===== src/rtl/mic_direction_detector_pkg.sv =====
// Shared definitions for the microphone direction detector: FSM states and steering polarity.
// Latency: none (types and constants only).
// Backpressure: not applicable.
package mic_direction_detector_pkg;

  // Detector FSM states; the direction controller decodes the same encoding.
  typedef enum logic [2:0] {
    ST_IDLE   = 3'd0,
    ST_ARMED  = 3'd1,
    ST_WAIT_L = 3'd2,
    ST_WAIT_R = 3'd3,
    ST_HOLD   = 3'd4
  } state_t;

  // BallSignal polarity.
  localparam logic DIR_RIGHT = 1'b1;
  localparam logic DIR_LEFT  = 1'b0;

  // The shared skew/holdoff counter must hold both the skew range and the holdoff count.
  function automatic int unsigned cnt_width(input int unsigned skew_w, input int unsigned holdoff);
    int unsigned hw;
    hw = $clog2(holdoff + 1);
    return (hw > skew_w) ? hw : skew_w;
  endfunction

endpackage


===== src/rtl/mic_edge_sync.sv =====
// Two-flop synchroniser for an asynchronous comparator output, followed by a rising-edge pulse.
// Latency: a pin rise is seen as a 1-cycle pulse that the consumer acts on at the 3rd clock edge.
// Backpressure: none; every synchronised rising edge produces exactly one pulse.
module mic_edge_sync (
  input  logic clk,
  input  logic rst_n,
  input  logic pin,
  output logic rise
);

  logic meta;
  logic sync;
  logic prev;

  // Synchroniser chain plus one delayed copy for edge detection.
  always_ff @(posedge clk) begin
    if (!rst_n) begin
      meta <= 1'b0;
      sync <= 1'b0;
      prev <= 1'b0;
    end else begin
      meta <= pin;
      sync <= meta;
      prev <= sync;
    end
  end

  assign rise = sync & ~prev;

endmodule


===== src/rtl/mic_direction_detector.sv =====
// Timestamps left/right mic pulse arrivals, votes on the leading side and flags a centred ball.
// Latency: pair result registered one cycle after the closing edge (edges lag pins by 3 cycles).
// Backpressure: none; edges outside ARMED/WAIT (including during holdoff) are dropped by design.
module mic_direction_detector
  import mic_direction_detector_pkg::*;
#(
  parameter int unsigned MAX_SKEW    = 100_000,
  parameter int unsigned CENTER_SKEW = 5_000,
  parameter int unsigned VOTE_N      = 3,
  parameter int unsigned DET_N       = 8,
  parameter int unsigned HOLDOFF     = 2_000_000,
  parameter int unsigned SKEW_W      = 17
) (
  input  logic              clk,
  input  logic              rst_n,
  input  logic              Enable,
  input  logic              Mic_L,
  input  logic              Mic_R,
  output logic              BallSignal,
  output logic              Ball_Detect,
  output logic              Pair_Valid,
  output logic [SKEW_W-1:0] Skew,
  output logic              Skew_Right
);

  localparam int unsigned CNT_W  = cnt_width(SKEW_W, HOLDOFF);
  localparam int unsigned VOTE_W = $clog2(VOTE_N + 1);
  localparam int unsigned DET_W  = $clog2(DET_N + 1);

  localparam logic [CNT_W-1:0]  SKEW_LIMIT = CNT_W'(MAX_SKEW);
  localparam logic [CNT_W-1:0]  HOLD_LAST  = CNT_W'(HOLDOFF - 1);
  localparam logic [SKEW_W-1:0] CENTER_LIM = SKEW_W'(CENTER_SKEW);
  localparam logic [VOTE_W-1:0] VOTE_MAX   = VOTE_W'(VOTE_N);
  localparam logic [DET_W-1:0]  DET_MAX    = DET_W'(DET_N);

  logic l_edge;
  logic r_edge;

  mic_edge_sync u_sync_l (.clk(clk), .rst_n(rst_n), .pin(Mic_L), .rise(l_edge));
  mic_edge_sync u_sync_r (.clk(clk), .rst_n(rst_n), .pin(Mic_R), .rise(r_edge));

  state_t            state, state_n;
  logic [CNT_W-1:0]  cnt, cnt_n, cnt_inc;
  logic              pair;
  logic [SKEW_W-1:0] pair_skew;
  logic              pair_right;

  logic              vote_side, side_n;
  logic [VOTE_W-1:0] vote_cnt, vote_n;
  logic [DET_W-1:0]  det_cnt, det_n;
  logic              centred;

  // State and shared skew/holdoff counter registers.
  always_ff @(posedge clk) begin
    if (!rst_n) begin
      state <= ST_IDLE;
      cnt   <= '0;
    end else begin
      state <= state_n;
      cnt   <= cnt_n;
    end
  end

  // Next-state logic: pairing of edges, skew timeout and echo holdoff.
  always_comb begin
    state_n    = state;
    cnt_n      = cnt;
    cnt_inc    = cnt + 1'b1;
    pair       = 1'b0;
    pair_skew  = '0;
    pair_right = DIR_LEFT;
    if (!Enable) begin
      state_n = ST_IDLE;
      cnt_n   = '0;
    end else begin
      case (state)
        ST_IDLE: begin
          state_n = ST_ARMED;
          cnt_n   = '0;
        end
        ST_ARMED: begin
          cnt_n = '0;
          if (l_edge && r_edge) begin
            pair    = 1'b1;
            state_n = ST_HOLD;
          end else if (l_edge) begin
            state_n = ST_WAIT_R;
          end else if (r_edge) begin
            state_n = ST_WAIT_L;
          end
        end
        ST_WAIT_R: begin
          if (r_edge) begin
            pair      = 1'b1;
            pair_skew = SKEW_W'(cnt_inc);
            state_n   = ST_HOLD;
            cnt_n     = '0;
          end else if (cnt_inc >= SKEW_LIMIT) begin
            state_n = ST_HOLD;
            cnt_n   = '0;
          end else begin
            cnt_n = cnt_inc;
          end
        end
        ST_WAIT_L: begin
          if (l_edge) begin
            pair       = 1'b1;
            pair_skew  = SKEW_W'(cnt_inc);
            pair_right = DIR_RIGHT;
            state_n    = ST_HOLD;
            cnt_n      = '0;
          end else if (cnt_inc >= SKEW_LIMIT) begin
            state_n = ST_HOLD;
            cnt_n   = '0;
          end else begin
            cnt_n = cnt_inc;
          end
        end
        ST_HOLD: begin
          if (cnt == HOLD_LAST) begin
            state_n = ST_ARMED;
            cnt_n   = '0;
          end else begin
            cnt_n = cnt_inc;
          end
        end
        default: begin
          state_n = ST_IDLE;
          cnt_n   = '0;
        end
      endcase
    end
  end

  // Vote/detect counter updates for the pair completing this cycle.
  always_comb begin
    centred = (pair_skew <= CENTER_LIM);
    side_n  = vote_side;
    vote_n  = vote_cnt;
    det_n   = det_cnt;
    if (centred) begin
      det_n  = (det_cnt == DET_MAX) ? det_cnt : det_cnt + 1'b1;
      vote_n = '0;
    end else begin
      det_n = '0;
      if (pair_right == vote_side) begin
        vote_n = (vote_cnt == VOTE_MAX) ? vote_cnt : vote_cnt + 1'b1;
      end else begin
        side_n = pair_right;
        vote_n = VOTE_W'(1);
      end
    end
  end

  // Pair result outputs, vote state and the steering/detect flags.
  always_ff @(posedge clk) begin
    if (!rst_n) begin
      Pair_Valid  <= 1'b0;
      Skew        <= '0;
      Skew_Right  <= 1'b0;
      BallSignal  <= DIR_RIGHT;
      Ball_Detect <= 1'b0;
      vote_side   <= DIR_RIGHT;
      vote_cnt    <= '0;
      det_cnt     <= '0;
    end else begin
      Pair_Valid <= pair;
      if (!Enable) begin
        vote_cnt    <= '0;
        det_cnt     <= '0;
        Ball_Detect <= 1'b0;
      end else if (pair) begin
        Skew       <= pair_skew;
        Skew_Right <= pair_right;
        vote_side  <= side_n;
        vote_cnt   <= vote_n;
        det_cnt    <= det_n;
        if (det_n == DET_MAX) begin
          Ball_Detect <= 1'b1;
        end
        // Once the ball is located the steering direction is frozen.
        if (vote_n == VOTE_MAX && !Ball_Detect) begin
          BallSignal <= side_n;
        end
      end
    end
  end

endmodule

===== config.mk =====
export PLATFORM = sky130hd
export DESIGN_NAME = mic_direction_detector
export DESIGN_NICKNAME = d
export VERILOG_FILES = /design/src/rtl/mic_direction_detector_pkg.sv /design/src/rtl/mic_edge_sync.sv /design/src/rtl/mic_direction_detector.sv
export SDC_FILE = /design/constraint.sdc
export NUM_CORES = 1
export LEC_CHECK = 0
export BUFFER_PORTS_ARGS = -buffer_cell sky130_fd_sc_hd__buf_2
export CAP_MARGIN = 40
export CORE_UTILIZATION = 55
export CTS_BUF_LIST = sky130_fd_sc_hd__clkbuf_8
export DETAILED_ROUTE_END_ITERATION = 7
export PLACE_DENSITY = 0.78
export SLEW_MARGIN = 10
export SYNTH_ARGS = -nofsm -noshare
export SYNTH_HDL_FRONTEND = slang
export SYNTH_HIERARCHICAL = 1
export SYNTH_SLANG_ARGS = --single-unit

===== constraint.sdc =====
create_clock -name clk -period 2.6 [get_ports clk]
set_input_delay 0.26 -clock clk [delete_from_list [all_inputs] [get_ports clk]]
set_output_delay 0.26 -clock clk [all_outputs]
set_load 0.01 [all_outputs]

After elaboration in Yosys (flattened, before gate mapping)
Index checks and enable logic that the tools add are counted.
Word-level totals
  bits in registers: 58
  bits of input ports: 5
  output and inout bits: 21
  word-level logic and storage cells: 77
Operators by class
  $add $sub $neg: 3
  magnitude comparators: 2
  equality and inequality tests: 12
  multiplexer cells: 31
  bitwise logic cells: 4
  reductions and logical operators: 9
Operators by type and width (number)
  21-bit two-way mux: 4
  21-bit one-hot mux with 3 select lines: 1
  17-bit two-way mux: 3
  17-bit one-hot mux with 2 select lines: 1
  21-bit by 1-bit adder with 21-bit output, second input constant: 1
  21-bit equality test, second input constant: 1
  21-bit by 17-bit greater-or-equal comparator with 1-bit output, second input constant: 1
  3-bit two-way mux: 7
  17-bit by 13-bit less-or-equal comparator with 1-bit output, second input constant: 1
  3-bit one-hot mux with 5 select lines: 1
  4-bit equality test, second input constant: 2
  1-bit two-way mux: 8
  4-bit two-way mux: 2
  2-bit AND reduction: 4
  3-bit by 2-bit equality test with 1-bit output, second input constant: 2
  2-bit two-way mux: 3
  4-bit by 1-bit adder with 4-bit output, second input constant: 1
  2-bit equality test, second input constant: 2
  4-bit != test, second input constant: 1
  3-bit by 1-bit equality test with 1-bit output, second input constant: 1
  3-bit equality test, second input constant: 1
  3-bit logical NOT: 1
  1-bit one-hot mux with 3 select lines: 1
  3-bit AND reduction: 1
  7 further kinds: 10

Longest topological paths before layout
Gate-level depths: netlist of the first run.
  word-level depth: 11
  depth in mapped cells: 10
  depth with buffers taken out: 8

By module
The synthesis of the first run kept the hierarchy.
By module, submodules not included
  mic_direction_detector: instances 1, cells each 330, area an instance 2680.1 um^2, sequential area each 1041.0 um^2
  mic_edge_sync: instances 2, cells each 7, area an instance 92.6 um^2, sequential area each 60.1 um^2

Least setup slack after synthesis of the first run
Ideal clock, no wire load.
  path type: register to register
  start point: register cnt[1]
  end point: register BallSignal
  setup time: 0.127 ns
  data arrival time: 2.485 ns
  required time: 2.473 ns
  path slack: -0.012 ns
  stages on the path, launching flop included: 10
  buffers on the path: 1
  clock period less this slack: 2.612 ns
  cell sequence: dfxtp_1 > ha_1 > nand4_2 > or3_1 > buf_2 > or3_1 > o211a_1 > and4_4 > o41ai_2 > a31oi_1
Between the ends
  longest elaborated chain between the ends: 9
  elaborated cells between the ends (all ways): 11
  those cells by class: 1 x add/sub; 1 x order compare; 1 x eq/ne; 6 x mux; 2 x reduce/logical
Ends and longest elaborated chain
  start, declared: line mic_direction_detector.sv:43  | logic [CNT_W-1:0] cnt, cnt_n, cnt_inc;
  start signal, assigned: line mic_direction_detector.sv:60  | cnt <= cnt_n;
  21-bit by 1-bit adder with 21-bit output (*): line mic_direction_detector.sv:68  | cnt_inc = cnt + 1'b1;
  17-bit two-way mux (on tied branches): line mic_direction_detector.sv:106, mic_direction_detector.sv:93
  17-bit one-hot mux with 2 select lines (*): line mic_direction_detector.sv:76  | case (state)
  17-bit two-way mux (*): line mic_direction_detector.sv:72  | if (!Enable) begin
  17-bit by 13-bit less-or-equal comparator with 1-bit output (*): line mic_direction_detector.sv:137  | centred = (pair_skew <= CENTER_LIM);
  2-bit two-way mux: line mic_direction_detector.sv:141  | if (centred) begin
  2-bit equality test: line mic_direction_detector.sv:182  | if (vote_n == VOTE_MAX && !Ball_Detect) begin
  1-bit logical AND: line mic_direction_detector.sv:182
  3-bit AND reduction (no line)
  end signal, assigned: line mic_direction_detector.sv:183  | BallSignal <= side_n;
  end, declared: line mic_direction_detector.sv:19  | output logic BallSignal,
Mark *: on every way between the ends. The rest lies on a longest branch, timed or not.
A chain may end at the register's enable or synchronous reset.

Final worst setup path of the first run
  start point: register cnt[0]
  end point: register cnt[4]
Between the ends
  longest elaborated chain between the ends: 5
  elaborated cells between the ends (all ways): 8
  those cells by class: 1 x add/sub; 1 x order compare; 1 x eq/ne; 5 x mux
Ends and longest elaborated chain (line)
  21-bit by 1-bit adder with 21-bit output: mic_direction_detector.sv:68
  21-bit by 17-bit greater-or-equal comparator with 1-bit output: mic_direction_detector.sv:98, mic_direction_detector.sv:112
  21-bit two-way mux: mic_direction_detector.sv:98, mic_direction_detector.sv:112
  21-bit two-way mux (on tied branches): mic_direction_detector.sv:106, mic_direction_detector.sv:93
  21-bit one-hot mux with 3 select lines (*): mic_direction_detector.sv:76
Marks and branches as above.

==> results.md, run 1 <==
- Fin. Hold Viols: 0
- Final setup vio count: 0
- Final min period: 2487 ps
- CP max stage cell: dfxtp_1
- Min-delay worst type: primary input to flop
- Syn Nets: 352
- Initial antenna violation count: 0
- Crit Path Max Fanout: 10
- Worst vdd ir: 0.0003601 V
- Met2 usage: 0.4717
- Post-DR wirelength/cell: 15.91 um
- Number of port buffers: 25
- GRT Resource Usage Total: 0.2868
- Area growth from synthesis to layout: 21.92%
- Height of the chip: 74.18 um
- Starting DRT DRC Count: 196
- Ports: 26
- MaxCap Viol Count: 0
- Met3 Track Usage GR: 0.07859
- NetSw: 0.3658 mW
- M1 GR Usage: 0.3634
- Congestion Overflow GR: 0
- Root Buffer: clkbuf_8
- Core area: 4880 sq um
- First-pass GRT wire length: 11700 um
- Simple-Gate Fraction of Synth Area: 0.2965
- Post-synthesis cell count: 344
- Max clock buf depth: 2
- Largest cells by area after synthesis: dfxtp_1 41%, nor2_1 7.5%, xnor2_1 4.3%
- Clock Sinks: 58
- WP buf/inv: 3
- Worst clock skew: 5.688 ps
- Layout cells sized above 1: 0.2323
- Relative slew margins: 0.4011
- Switching part of the total: 0.2008
- Leak: 1.366 nW
- Synth Register Bits: 58
- Drt first pass iters: 5
- Tightest Pin Transition: 898.4 ps
- Die width: 74.18 um
- Proportion of netlist area held by the largest area contributor: 0.4052
- CTS H-tree depth: 3
- Global placement routability congestion: 0.9797
- Area of the multi-input gates: 1639 sq um
- CTS tree: done
- Endpoint class of the critical path: flop
- CP max stage delay: 340 ps
- Clock power frac: 0.489
- Reg2reg setup slack: 110 ps
- Critical path arrival: 2700 ps
- Largest net degree at the start of global routing: 27
- Reg power frac: 0.493
- Synth Area in XOR/XNOR: 0.07336
- Drt total wl: 7368 um
- Critical Path RT: 2820 ps
- Critical Setup Path Class: flop to flop
- Multiplexer share of the synthesized area: 0.01135
- Row count: 25
- Antenna viol nets, final: 0
- Post-synthesis compound-gate area fraction: 0.1598
- CTS buffer count: 9
- GR peak layer: met2
- Status: completed
- Critical Path, Cell by Cell: ha_2 > nand4_4 > buf_4 > nor3_4 > xnor2_1 > nor4_1 > buf_4 > o311ai_4 > a32oi_2 > buf_6 > nor2_1
- Final-stage net count: 401
- Fraction of registers with async set/reset: 0
- Vias per cell: 5.797
- CP top delay family: simple AND/OR/NAND/NOR gates
- Number of diodes: 0
- DP HPWL: 5201 um
- Seq. cell area: 1165 sq um
- Slew Viols, Final: 0
- Setup bufs post-CTS: 0
- Final period utilization: 0.9567
- Vias: 2684
- Vias in the first global route: 2451
- Post-synthesis cell area: 2865 sq um
- Initial Util: 0.5872
- Synth warn: 6
- Number of synthesized flops with an enable pin: 0
- Total power: 1.822 mW
- Most common cell in the netlist: dfxtp_1
- Synth unique cells: 55
- Most used cell, CP: buf_4
- Fmax: 0.4020 GHz
- Largest family of logic cells by synthesized area: simple AND/OR/NAND/NOR gates
- CTS clk-pin slew, worst paths: 60 ps
- Skew-Pair Late Insertion Delay: 330 ps
- Die ar.: 5502 sq um
- Pwr per Cell Area: 521.4 nW/um^2
- Worst hold slack: 128.0 ps
- P_int: 1.456 mW
- CP Launch Type: flop
- Filler cell count: 401
- Register area share after synthesis: 0.4052
- Drc violations: 0
- Post-synth top area cell: dfxtp_1
- Average cell area after synthesis: 8.329 sq um
- Ys flop type: dfxtp_1
- Synth top cells by count: 58 x dfxtp_1, 57 x nor2_1, 20 x nand2_1
- Comb power frac: 0.018
- Synthesized-area fraction occupied by adder cells: 0.01310
worst reg2reg max path: stages, from the launching register on:
cell	delay (ps)
dfxtp_1	340
ha_2	210
nand4_4	150
buf_4	190
nor3_4	210
xnor2_1	140
nor4_1	320
buf_4	190
o311ai_4	100
a32oi_2	280
buf_6	190
nor2_1	50
flip-flops by register name, indices dropped and copies added, names as in the netlist:
name / flops
Ball_Detect: 1
BallSignal: 1
det_cnt: 4
u_sync_l/prev: 1
Skew_Right: 1
vote_cnt: 2
Pair_Valid: 1
u_sync_r/meta: 1
u_sync_r/prev: 1
Skew: 17
state: 3
cnt: 21
u_sync_r/sync: 1
u_sync_l/meta: 1
vote_side: 1
u_sync_l/sync: 1
cells in the final DEF (no fill, tap or decap), types with 4 or more instances in the layout:
master	Yosys	routed
a31oi_1	5	5
buf_2	6	25
a22oi_1	9	9
o21ai_0	8	8
nor2b_1	7	7
clkbuf_8	0	10
nand4_1	8	8
xnor2_1	14	13
nand2_1	20	19
dfxtp_1	58	55
xor2_1	10	10
nor4_1	5	4
nand3_1	15	14
nand2b_1	6	6
nor3_1	17	17
inv_1	9	10
a21oi_1	15	15
and2_1	11	11
buf_4	2	29
o211ai_1	4	4
nor2_1	57	57
kinds of logic (layout without fill, tap and decap cells):
| family | after synthesis | after routing |
|---|---|---|
| mux | 3 | 3 |
| buf+inv | 27 | 79 |
| compound gates | 63 | 63 |
| simple gates | 166 | 166 |
| fa+ha+maj | 3 | 3 |
| flops | 58 | 58 |
| xor+xnor | 24 | 24 |
per-stage QoR:
stage | worst slack (ps) | util | setup TNS [ps] | cells | area, sq um
after floorplan | 26.56 | - | 0 | 344 | 2868
after global placement | 99.69 | 0.6613 | 0 | 449 | 3227
after detailed placement | 56.96 | 0.6613 | 0 | 449 | 3227
after CTS | 22.67 | 0.7036 | 0 | 463 | 3433
after global routing | -14.13 | 0.7159 | -25.48 | 463 | 3493
final | 112.6 | 0.7159 | 0 | 463 | 3493
per-layer routing:
metal  wire (um)  vias to the layer above
met1        3263                     1256
met4         124                        0
met2        3563                      103
met3         416                       13
met5           0                        -
li1            -                     1312
timing repair:
action                                  CTS  global route
gates resized for setup                   0            14
hold buffers                              0             0
endpoints found under the setup margin    0            21
hold endpoints to repair                  0             0
path summary, 6_finish.rpt:
path | start | end | cells after the start
max | cnt[0] | cnt[4] | 11
min reg2reg | u_sync_l/meta | u_sync_l/sync | 1
max reg2reg | cnt[0] | cnt[4] | 11
min | Mic_R | u_sync_r/meta | 2
power groups by stage:
stage	Sequential [mW]	Clock, mW	Combinational [mW]
2_1_floorplan	0.916	0	0.0221
4_1_cts	0.897	0.893	0.0329
3_5_place_dp	0.917	0	0.0326
5_1_grt	0.897	0.935	0.0365
3_3_place_gp	0.917	0	0.0320
6_report	0.897	0.891	0.0332
area by class of cell:
cell class,count,area share
inverter,9,0.009670
tap,67,0.02400
clock inverter,4,0.01970
multi-input combinational,259,0.4692
sequential,58,0.3335
timing repair buffer,56,0.1046
clock buffer,10,0.03940
Power figures use the tool's default switching activity.
==> inputs of run 2 (changes only) <==
Settings changed: CORE_UTILIZATION 55 to 53, CTS_BUF_LIST sky130_fd_sc_hd__clkbuf_8 to sky130_fd_sc_hd__clkbuf_16, PLACE_DENSITY 0.78 to 0.75.
==> results.md, run 2 (synthesis results as in run 1) <==
- Status: completed
- Reg power frac: 0.416
- Vias per cell: 5.804
- Biggest register: cnt
- R2r worst-path depth: 9
- Post-DR wirelength/cell: 15.45 um
- Layout cells sized above 1: 0.2134
- Skew-Pair Late Insertion Delay: 330 ps
- Fmax: 0.3987 GHz
- Biggest regs: cnt: 21 flops, Skew: 17 flops, det_cnt: 4 flops
- CTS H-tree depth: 3
- Comb power frac: 0.016
- Relative slew margins: 0.6126
- Fin. Hold Viols: 0
- CP max stage cell: or3_4
- Worst vdd ir: 0.0004735 V
- Tightest Pin Transition: 580.4 ps
- Leak: 1.366 nW
- Ports: 26
- Die width: 75.53 um
- Setup ws final: 91.74 ps
- Met2 usage: 0.4177
- RR Startpoint: cnt[0]
- CTS tree: done
- Antenna viol nets, final: 0
- Vias in the first global route: 2364
- Critical path arrival: 2710 ps
- Hold Path Origin: Mic_R
- Drc violations: 0
- Worst clock skew: 5.944 ps
- Min-delay worst type: primary input to flop
- Root Buffer: clkbuf_16
- Final period utilization: 0.9647
- Max clock buf depth: 2
- Largest net degree at the start of global routing: 20
- Row count: 26
- CP max stage delay: 470 ps
- Place WS: 116.0 ps
- Drt first pass iters: 5
- Clock Sinks: 58
- Critical Path RT: 2800 ps
- CTS buffer count: 9
- Initial antenna violation count: 0
- P_int: 1.734 mW
- Die ar.: 5704 sq um
- MaxCap Viol Count: 0
- Slew Viols, Final: 0
- Endpoint class of the critical path: flop
- Clock power frac: 0.569
- DP HPWL: 4899 um
- Filler cell count: 416
- Total power: 2.164 mW
- First-pass GRT wire length: 11180 um
- R2R Path End: cnt[16]
- Worst hold path endpoint: u_sync_r/meta
- NetSw: 0.4298 mW
- Starting DRT DRC Count: 177
- Most frequent cells in the layout: 58 x dfxtp_1, 57 x nor2_1, 25 x buf_2, 21 x buf_4, 19 x nand2_1
- Fin util: 0.6846
- Largest register FFs: 21
- M1 GR Usage: 0.3456
- Met3 Track Usage GR: 0.07407
- Worst Hold Depth: 2
- Height of the chip: 75.53 um
- Commonest non-fill, non-tap cell in the layout: dfxtp_1
- Reg2reg setup slack: 90 ps
- Drt total wl: 7093 um
- Worst hold slack: 132.3 ps
- Switching part of the total: 0.1986
- WP buf/inv: 1
- Number of diodes: 0
- Final-stage net count: 393
- Pwr per Cell Area: 611.1 nW/um^2
- Setup TNS: 0 ps
- Global placement routability congestion: 1.005
- CTS clk-pin slew, worst paths: 50 ps
- Critical Path, Cell by Cell: ha_2 > nand4_2 > or3_4 > or3_1 > nand2_2 > o311ai_4 > a32oi_2 > buf_4 > a21oi_1
- Core area: 5172 sq um
- Congestion Overflow GR: 0
- CP top delay family: simple AND/OR/NAND/NOR gates
- Final min period: 2508 ps
- GRT Resource Usage Total: 0.2693
- GR peak layer: met2
- Critical Setup Path Class: flop to flop
- Final setup vio count: 0
- Area growth from synthesis to layout: 23.58%
- Number of port buffers: 25
- Crit Path Max Fanout: 10
- CP Launch Type: flop
- Vias: 2664
- Initial Util: 0.5539
[run 2: cell types whose count changed in the layout (fill, tap and decap cells not counted), sizes merged]
cell / delta
clkbuf: -1
inv: -1
clkinv: +3
buf: -8
[run 2: final cells by class]
type,instances,area [sq um],share of cell area
Clock buffer,9,225.2,0.06360
Clock inverter,6,82.58,0.02332
Inverter,9,33.78,0.009541
Multi-Input combinational cell,259,1642,0.4636
Sequential cell,58,1161,0.3279
Tap cell,70,87.58,0.02473
Timing Repair Buffer,48,309.0,0.08728
[run 2: worst max path at each step]
stage                 endpoint   start  slack, ps  depth (start not counted)
finish                 cnt[16]  cnt[0]         90                          9
floorplan           BallSignal  cnt[1]         30                          9
global placement    det_cnt[1]  cnt[9]        180                          8
detailed placement      cnt[8]  cnt[0]        120                          9
CTS                     cnt[8]  cnt[0]         50                          9
global route           cnt[16]  cnt[0]        -20                         11
[run 2: repair_timing]
action | in CTS | in global routing
setup buffers | 0 | 0
endpoints found under the setup margin | 0 | 27
gates resized for setup | 0 | 12
hold endpoints to repair | 0 | 0
hold buffers | 0 | 0
[run 2: stage by stage]
stage | cell area, sq um | std cells
final | 3541 | 459
after global routing | 3541 | 459
after floorplan | 2868 | 344
after CTS | 3486 | 459
after detailed placement | 3178 | 444
after global placement | 3163 | 443
[run 2: layer usage]
metal / up-vias / wire [um]
met2: 103 / 3270
li1: 1300 / -
met3: 23 / 456
met1: 1238 / 3157
met4: 0 / 209
met5: - / 0
[run 2: power by group through the flow]
stage | Clock [mW] | Sequential (mW) | Combinational, mW
2_1_floorplan | 0 | 0.916 | 0.0221
3_3_place_gp | 0 | 0.917 | 0.0328
3_5_place_dp | 0 | 0.917 | 0.0337
4_1_cts | 1.24 | 0.899 | 0.0341
5_1_grt | 1.28 | 0.899 | 0.0377
6_report | 1.23 | 0.899 | 0.0344
==> inputs of run 3 (changes only) <==
Settings changed: REMOVE_ABC_BUFFERS set to 1.
==> results.md, run 3 (synthesis results as in run 1) <==
- RSZ-0062 raised after global routing: false
- Status: completed
- Largest net degree at the start of global routing: 27
- Worst clock skew: 4.789 ps
- Biggest register: cnt
- CP max stage delay: 330 ps
- Fmax: 0.4057 GHz
- Drc violations: 0
- CTS clk-pin slew, worst paths: 60 ps
- Place WS: 106.3 ps
- Met2 usage: 0.4107
- Total power: 2.033 mW
- Layout cells sized above 1: 0.1964
- Most frequent cells in the layout: 58 x dfxtp_1, 57 x nor2_1, 25 x buf_2, 20 x nand2_1, 20 x buf_4
- CTS H-tree depth: 3
- Setup ws final: 135.0 ps
- Critical Path, Cell by Cell: ha_1 > nand4_2 > buf_4 > mux2_2 > nor3_1 > nor4_1 > buf_4 > o311ai_4 > a32oi_2 > buf_4 > nor2_1
- Slew Viols, Final: 0
- GRT Resource Usage Total: 0.2667
- CTS tree: done
- CP top delay family: simple AND/OR/NAND/NOR gates
- Initial antenna violation count: 0
- Final min period: 2465 ps
- Die width: 75.53 um
- Critical Setup Path Class: flop to flop
- Min-delay worst type: primary input to flop
- Commonest non-fill, non-tap cell in the layout: dfxtp_1
- Skew-Pair Late Insertion Delay: 330 ps
- Antenna viol nets, final: 0
- MaxCap Viol Count: 0
- Critical path arrival: 2730 ps
- Final setup vio count: 0
- Tightest Pin Transition: 841.6 ps
- Area growth from synthesis to layout: 20.39%
- Vias per cell: 5.744
- Largest register FFs: 21
- Ports: 26
- WP buf/inv: 3
- Worst vdd ir: 0.0004314 V
- Core area: 5172 sq um
- CP max stage cell: mux2_2
- Filler cell count: 425
- Height of the chip: 75.53 um
- Number of port buffers: 25
- CP Launch Type: flop
- Congestion Overflow GR: 0
- CTS Hold Bufs: 0
- Endpoint class of the critical path: flop
- Row count: 26
- Fin. Hold Viols: 0
- CTS buffer count: 9
- First-pass GRT wire length: 11080 um
- Critical Path RT: 2860 ps
- GR peak layer: met2
- Met3 Track Usage GR: 0.08333
- Drt first pass iters: 6
- Pwr per Cell Area: 589.4 nW/um^2
- Most used cell, CP: buf_4
- Root Buffer: clkbuf_16
- Crit Path Max Fanout: 12
- Clock Sinks: 58
- Max clock buf depth: 2
- Vias: 2625
- Starting DRT DRC Count: 246
- M1 GR Usage: 0.3454
- DP HPWL: 4931 um
- Initial Util: 0.5539
- Leak: 1.316 nW
- Final period utilization: 0.9481
- Die ar.: 5704 sq um
- Number of diodes: 0
- Biggest regs: cnt: 21 flops, Skew: 17 flops, det_cnt: 4 flops
- Post-DR wirelength/cell: 15.69 um
- Global placement routability congestion: 0.9107
- Relative slew margins: 0.4390
- Final-stage net count: 390
- Vias in the first global route: 2343
- Drt total wl: 7171 um
## run 3: per-layer routing
layer  wire length, um  vias up
met4               112        0
met3               414       16
met2              3416       96
met1              3228     1214
met5                 0        -
li1                  -     1299
## run 3: worst paths after layout
kind                       from             to  slack [ps]  depth (start not counted)
setup / recovery         cnt[0]         cnt[8]         140                         11
hold / removal            Mic_L  u_sync_l/meta         130                          2
setup reg to reg         cnt[0]         cnt[8]         140                         11
hold reg to reg   u_sync_l/meta  u_sync_l/sync         430                          1
## run 3: timing repair
action	CTS	global route
setup buffers	0	0
setup endpoints to repair	0	22
gates resized for setup	0	5
## run 3: power by group
part           internal [mW]  leakage (nW)  switching, mW
Clock                  0.650         0.130          0.452
Sequential             0.894         0.468        0.00396
Combinational         0.0123         0.718         0.0215
## run 3: metrics by stage
step	util	std cells	TNS [ps]	hold WS, ps	cell area [sq um]
after global routing	0.6669	457	0	151.5	3450
after CTS	0.6621	457	0	131.8	3425
after detailed placement	0.6081	441	0	414.4	3146
after global placement	0.6081	441	0	410.5	3146
final	0.6669	457	0	132.1	3450
after floorplan	-	326	-6517	348.9	2783
## run 3: area by class of cell
class | instances | area, sq um | area share
well taps | 70 | 87.58 | 0.02539
flip-flops and latches | 58 | 1161 | 0.3366
inverters | 9 | 33.78 | 0.009793
clock inverters | 7 | 53.80 | 0.01560
repair buffers | 45 | 275.3 | 0.07980
multi-input cells | 259 | 1613 | 0.4675
clock buffers | 9 | 225.2 | 0.06529
